`config.mk`:
```
export PLATFORM = sky130hd
export DESIGN_NAME = serial_subtractor
export DESIGN_NICKNAME = d
export VERILOG_FILES = /design/src/rtl/serial_arith_pkg.sv /design/src/rtl/full_subtractor.sv /design/src/rtl/serial_subtractor.sv
export SDC_FILE = /design/constraint.sdc
export NUM_CORES = 1
export LEC_CHECK = 0
export ABC_CLOCK_PERIOD_IN_PS = 3800
export BUFFER_PORTS_ARGS = -buffer_cell sky130_fd_sc_hd__buf_2
export CORE_MARGIN = 1.5
export CORE_UTILIZATION = 25
export DETAILED_ROUTE_END_ITERATION = 12
export GPL_TIMING_DRIVEN = 0
export HOLD_SLACK_MARGIN = 0.15
export SLEW_MARGIN = 20
export SYNTH_ARGS = -nofsm -noshare
export SYNTH_HDL_FRONTEND = slang
export SYNTH_SLANG_ARGS = --single-unit
export TNS_END_PERCENT = 1
```
`constraint.sdc`:
```
create_clock -name clk -period 3.8 [get_ports clk]
set_input_delay 0.38 -clock clk [delete_from_list [all_inputs] [get_ports clk]]
set_output_delay 0.38 -clock clk [all_outputs]
set_load 0.005 [all_outputs]
```
`src/rtl/serial_arith_pkg.sv`:
```
// serial_arith_pkg: shared FSM encodings and sizing helper for bit-serial arithmetic cells
package serial_arith_pkg;
  typedef enum logic [1:0] {
    ST_IDLE = 2'd0,
    ST_RUN  = 2'd1,
    ST_DONE = 2'd2
  } state_t;
  function automatic int cnt_width(input int w);
    return (w < 2) ? 1 : $clog2(w);
  endfunction
endpackage

```
`src/rtl/full_subtractor.sv`:
```
// full_subtractor: one-bit x - y - bin cell
module full_subtractor (
  input  logic x,
  input  logic y,
  input  logic bin,
  output logic d,
  output logic bout
);
  assign d    = x ^ y ^ bin;
  assign bout = (~x & y) | (~(x ^ y) & bin);
endmodule

```
`src/rtl/serial_subtractor.sv`:
```
// serial_subtractor: bit-serial unsigned a - b, LSB first, one bit per clock
module serial_subtractor
  import serial_arith_pkg::*;
#(
  parameter int WIDTH = 8
) (
  input  logic             clk,
  input  logic             rst_n,
  input  logic             start,
  input  logic [WIDTH-1:0] a,
  input  logic [WIDTH-1:0] b,
  output logic             busy,
  output logic             done,
  output logic [WIDTH-1:0] diff,
  output logic             borrow
);
  localparam int CW = cnt_width(WIDTH);
  state_t           state;
  logic [WIDTH-1:0] a_sr, b_sr;
  logic [WIDTH-2:0] res_sr;
  logic             bor, d, bnext, last;
  logic [CW-1:0]    cnt;
  logic [WIDTH-1:0] res_next;
  full_subtractor u_fs (.x(a_sr[0]), .y(b_sr[0]), .bin(bor), .d(d), .bout(bnext));
  // res_sr keeps only the upper WIDTH-1 partial bits; the full word is assembled on the last edge
  assign res_next = {d, res_sr};
  assign last     = cnt == CW'(WIDTH - 1);
  assign busy     = state != ST_IDLE;
  always_ff @(posedge clk or negedge rst_n) begin
    if (!rst_n) begin
      state  <= ST_IDLE;
      a_sr   <= '0;
      b_sr   <= '0;
      res_sr <= '0;
      bor    <= 1'b0;
      cnt    <= '0;
      done   <= 1'b0;
      diff   <= '0;
      borrow <= 1'b0;
    end else begin
      case (state)
        ST_IDLE: if (start) begin
          a_sr  <= a;
          b_sr  <= b;
          bor   <= 1'b0;
          cnt   <= '0;
          state <= ST_RUN;
        end
        ST_RUN: begin
          a_sr   <= a_sr >> 1;
          b_sr   <= b_sr >> 1;
          res_sr <= res_next[WIDTH-1:1];
          bor    <= bnext;
          cnt    <= last ? '0 : cnt + 1'b1;
          if (last) begin
            diff   <= res_next;
            borrow <= bnext;
            done   <= 1'b1;
            state  <= ST_DONE;
          end
        end
        ST_DONE: begin
          done  <= 1'b0;
          state <= ST_IDLE;
        end
        default: state <= ST_IDLE;
      endcase
    end
  end
endmodule
```
# == Yosys cells after proc, flatten, opt, wreduce, memory -nomap -nowiden ==
# Cells that the tools add are included.
# classes
addsub,1
n_mul,0
div,0
order_cmp,0
n_eq_ne,5
n_shift,0
n_mux,14
bitwise,7
reduce_logical,8
# op_table
operator,n
8-bit one-hot mux with 2 select lines,2
8-bit two-way mux,2
2-bit AND reduction,4
3-bit two-way mux,2
3-bit one-hot mux with 2 select lines,1
2-bit nonzero test,3
2-bit two-way mux,2
2-bit inequality test (second input constant),2
1-bit one-hot mux with 2 select lines,2
2-bit one-hot mux with 2 select lines,1
3-bit by 1-bit adder with 3-bit output (second input constant),1
3-bit == test (second input constant),1
1-bit AND,2
2-bit by 1-bit == test with 1-bit output (second input constant),1
2-bit == test (second input constant),1
2-bit logical NOT,1
1-bit two-way mux,2
1-bit NOT,2
1-bit XOR,2
1-bit OR,1
# word_totals
ff_bits,39
latchBits,0
ram_bits,0
romBits,0
wordCells,44
mem_count,0

# == Depth between registers and ports, before layout ==
# depth
depth_word,5
ltp_mapped,6
mapped_depth_nobuf,5

# == Hierarchy ==
# From an unflattened synthesis, not the netlist that was laid out.
# unflattened
cells_unflattened,152
area_unflattened_um2,1649.1
# by_module_without_submodules
mod,n_inst,cells_each,area_each_um2
serial_subtractor,1,148,1617.8
full_subtractor,1,4,31.3

# == Worst setup path before layout ==
# Ideal clock, no wire load.
# synth_timing
path_kind,flip-flop to flip-flop
from,reg cnt[0]
to,reg diff[1]
arrival_time_ps,1409
required_ps,3675
setup_slack_ps,2266
stages_incl_launch_ff,6
n_path_buf,1
period_less_slack_ps,1534
path_cell_list,dfrtp_1 -> ha_1 -> ha_1 -> nand3b_1 -> buf_2 -> mux2_2
# synth_via
elab_chain_len,2
# synth_lines
item,line,rtl
"start, declared",serial_subtractor.sv:22,logic [CW-1:0] cnt;
"start signal, assigned",serial_subtractor.sv:54,cnt <= last ? '0 : cnt + 1'b1;
3-bit == test,serial_subtractor.sv:27,assign last = cnt == CW'(WIDTH - 1);
2-bit AND reduction (no line),--,
"end signal, assigned",serial_subtractor.sv:56,diff <= res_next;
"end, declared",serial_subtractor.sv:14,"output logic [WIDTH-1:0] diff,"
# No other way between the ends.
# A chain may end at the register's enable or synchronous reset.

# == Worst setup path after layout ==
# layout_timing
from,reg cnt[0]
to,reg diff[3]
# Same word-level chain as after synthesis.

==> reports/metrics.yaml <==
pwr:
  sequentialPowerShare_pct: 45.9
  power_frac_comb_pct: 38.3
  vdd_drop_max_uv: 214
  power.switching_w: 0.000538
  p_int_w: 0.00107
  power.leakage_nw: 0.906
  sw_frac_of_total_pct: 33.4
  p_per_area_nw_per_um2: 807
  pwr-share-clk_pct: 15.9
worst_setup_path:
  cpLargestDelayFamily: "adder cells"
  startpoint_type: "flop"
  cp_slowest_cell: "dfrtp_1"
  crit_cells: 5
  cp_cell_sequence: "ha_1, ha_1, nand3b_1, buf_2, mux2_2"
  path_buf_inv: 1
  startpoint: "cnt[0]"
  r2r-start: "cnt[0]"
  crit_top_cell: "ha_1"
  crit_path_max_fanout: 10
  endpoint: "diff[3]"
  worstPathRequired_ns: 3.97
  r2r_cells: 5
  criticalPathCategory: "reg -> reg"
  reg2reg_to: "diff[3]"
  arrival_ns: 1.86
  cp_slowest_stage_delay_ns: 0.40
  critPathCaptureType: "flop"
  r2r_slack_ns: 2.12
synth:
  synth_common_cells: "dfrtp_1, o22ai_1, a21oi_1"
  synthCells: 139
  synth_top_area_cell: "dfrtp_1"
  synth-seq-area-share_pct: 57.9
  postSynthAreaPerCell_um2: 12.1
  syn_area_um2: 1680
  yosys-top-cells-area: "dfrtp_1, o22ai_1, mux2_2, a21oi_1, mux2_4"
  ys.flop_type: "dfrtp_1"
  ys_warn_count: 0
  yosys.area.top_type_share_pct: 57.9
  synth-edff-count: 0
  ys_seq_elements: 39
  synth.distinct_cells: 23
  synthArstFlopShare_pct: 100
  syn_nets: 161
  synth.most_common_cell: "dfrtp_1"
global_routing:
  met2_usage_pct: 17.0
  gr-max-usage-layer: "met2"
  track_usage_pct: 10.7
  gr-total-overflow: 0
  grt_pass1_wl_mm: 6.07
  grt_use_met1_pct: 14.1
  antenna_found_initial: 0
  grt_pass1_vias: 1269
  grt_max_degree: 40
  grt_util_met3_pct: 3.21
die:
  die_w_um: 85.1
  initial_core_util_pct: 26.2
  fp.dieArea_um2: 7240
  core_area_um2: 6420
  rows: 29
  die_height_um: 85.1
  pin_count: 30
timing:
  maxSlewHeadroom_pct: 42.9
  tns_ns: 0
  fin_crit_sh_pct: 44.3
  setup-violations-final: 0
  fin_skew_ns: 0.00275
  max_clock_freq_mhz: 594
  hold_viol_final: 0
  tightest_slew_ns: 0.857
  rsz0062_at_grt: "no"
  drv_slew: 0
  period_minus_slack_ns: 1.68
detailed_routing:
  wirelength_mm: 3.58
  antenna_left: 0
  drtIter0Drc: 72
  vias_per_cell: 4.86
  wl_per_cell_um: 14.3
  post-route-drc-count: 4
  num_vias: 1215
  dr.pass1.iters: 8
cts:
  cts_root_buffer: "clkbuf_8"
  numCtsBuffers: 5
  cts_setup_buffers: 0
  clock_latency_ns: 0.28
  ctsResizeCount: 0
  clkTransAtPathRegs_ns: 0.07
  cts_max_path_buffers: 2
  htreeDepth: 2
  cts_tree: "yes"
  clock_sinks: 39
  cts-hold-fix-buffers: 0
finish:
  diodes: 0
  design_area_um2: 1990
  nets: 196
  syn_to_final_growth_pct: 18.4
  drive_gt1_share_pct: 33.5
run:
  cap_viol_max_count: 0
worst_hold_path:
  hold_class: "in -> async"
outcome:
  status: "finished, violations left"
  violations: "DRC"
place:
  dp_hpwl_mm: 2.49
  place.gp.congestion: 0.708
  place_area_um2: 1920
  io_buffers: 28
-- cell families (layout without fill, tap and decap cells) --
logic type	count (synthesis)	count (layout)	synth area share [%]
compound gates	53	53	18.9
fa+ha+maj	3	3	2.67
buf+inv	16	50	5.27
flops	39	39	57.9
mux	16	16	11.6
simple gates	12	12	3.57
-- cells in the final DEF (no fill, tap or decap), types with 2 or more instances in the layout --
cell type,instances
o21ai_0,6
nor2_1,3
a22o_1,2
clkbuf_1,3
o22ai_1,26
buf_6,3
ha_1,2
nand2_1,3
dfrtp_1,39
clkbuf_8,5
inv_1,6
mux2_4,4
nand2b_1,2
mux2_2,12
buf_2,33
a21oi_1,15
o2bb2ai_1,2
-- routing by layer --
metal  vias to the layer above  part of all wire [%]
met1                       599                    46
li1                        582                     -
met4                         0                   1.2
met5                         -                     0
met2                        28                    47
met3                         6                   6.6
-- per-stage QoR --
step	utilization, %	hold WS [ns]	total power [W]	worst slack (ns)	instances
CTS	31.0	0.237	0.00163	2.09	250
floorplan	-	0.0844	0.00118	2.27	139
finish	31.0	0.204	0.00161	2.12	250
global placement	29.9	0.462	0.00134	2.12	244
detailed placement	29.9	0.466	0.00137	2.11	244
global route	31.0	0.287	0.00173	2.02	250
-- power groups by stage --
stage / combinational, W / clock, W / sequential, W
after global routing: 0.000690 / 0.000277 / 0.000765
after CTS: 0.000626 / 0.000264 / 0.000740
after floorplan: 0.000460 / 0 / 0.000718
after detailed placement: 0.000624 / 0 / 0.000747
after global placement: 0.000601 / 0 / 0.000738
final: 0.000615 / 0.000255 / 0.000737
-- area by class of cell --
type | count | area (um2)
plain buffers | 10 | 66.3
clock buffers | 6 | 72.6
fillers | 675 | 4430
inverters | 6 | 22.5
multi-input cells | 84 | 619
flip-flops and latches | 39 | 976
well taps | 77 | 96.3
repair buffers | 28 | 140
-- how the worst min path moves through the flow --
stage	from	end	slack, ns	depth (start not counted)
4_1_cts	rst_n	diff[3]	0.24	1
5_1_grt	rst_n	diff[4]	0.29	1
3_5_place_dp	borrow	borrow	0.47	2
3_3_place_gp	borrow	borrow	0.46	2
2_1_floorplan	rst_n	a_sr[0]	0.08	0
6_report	rst_n	diff[4]	0.20	1
-- sequential cells by signal, indices dropped and copies added, names as in the netlist --
name and cells:
a_sr 8, bor 1, res_sr 7, diff 8
borrow 1, cnt 3, b_sr 8, state 2
done 1
No activity file was read; power rests on OpenSTA's default activity.
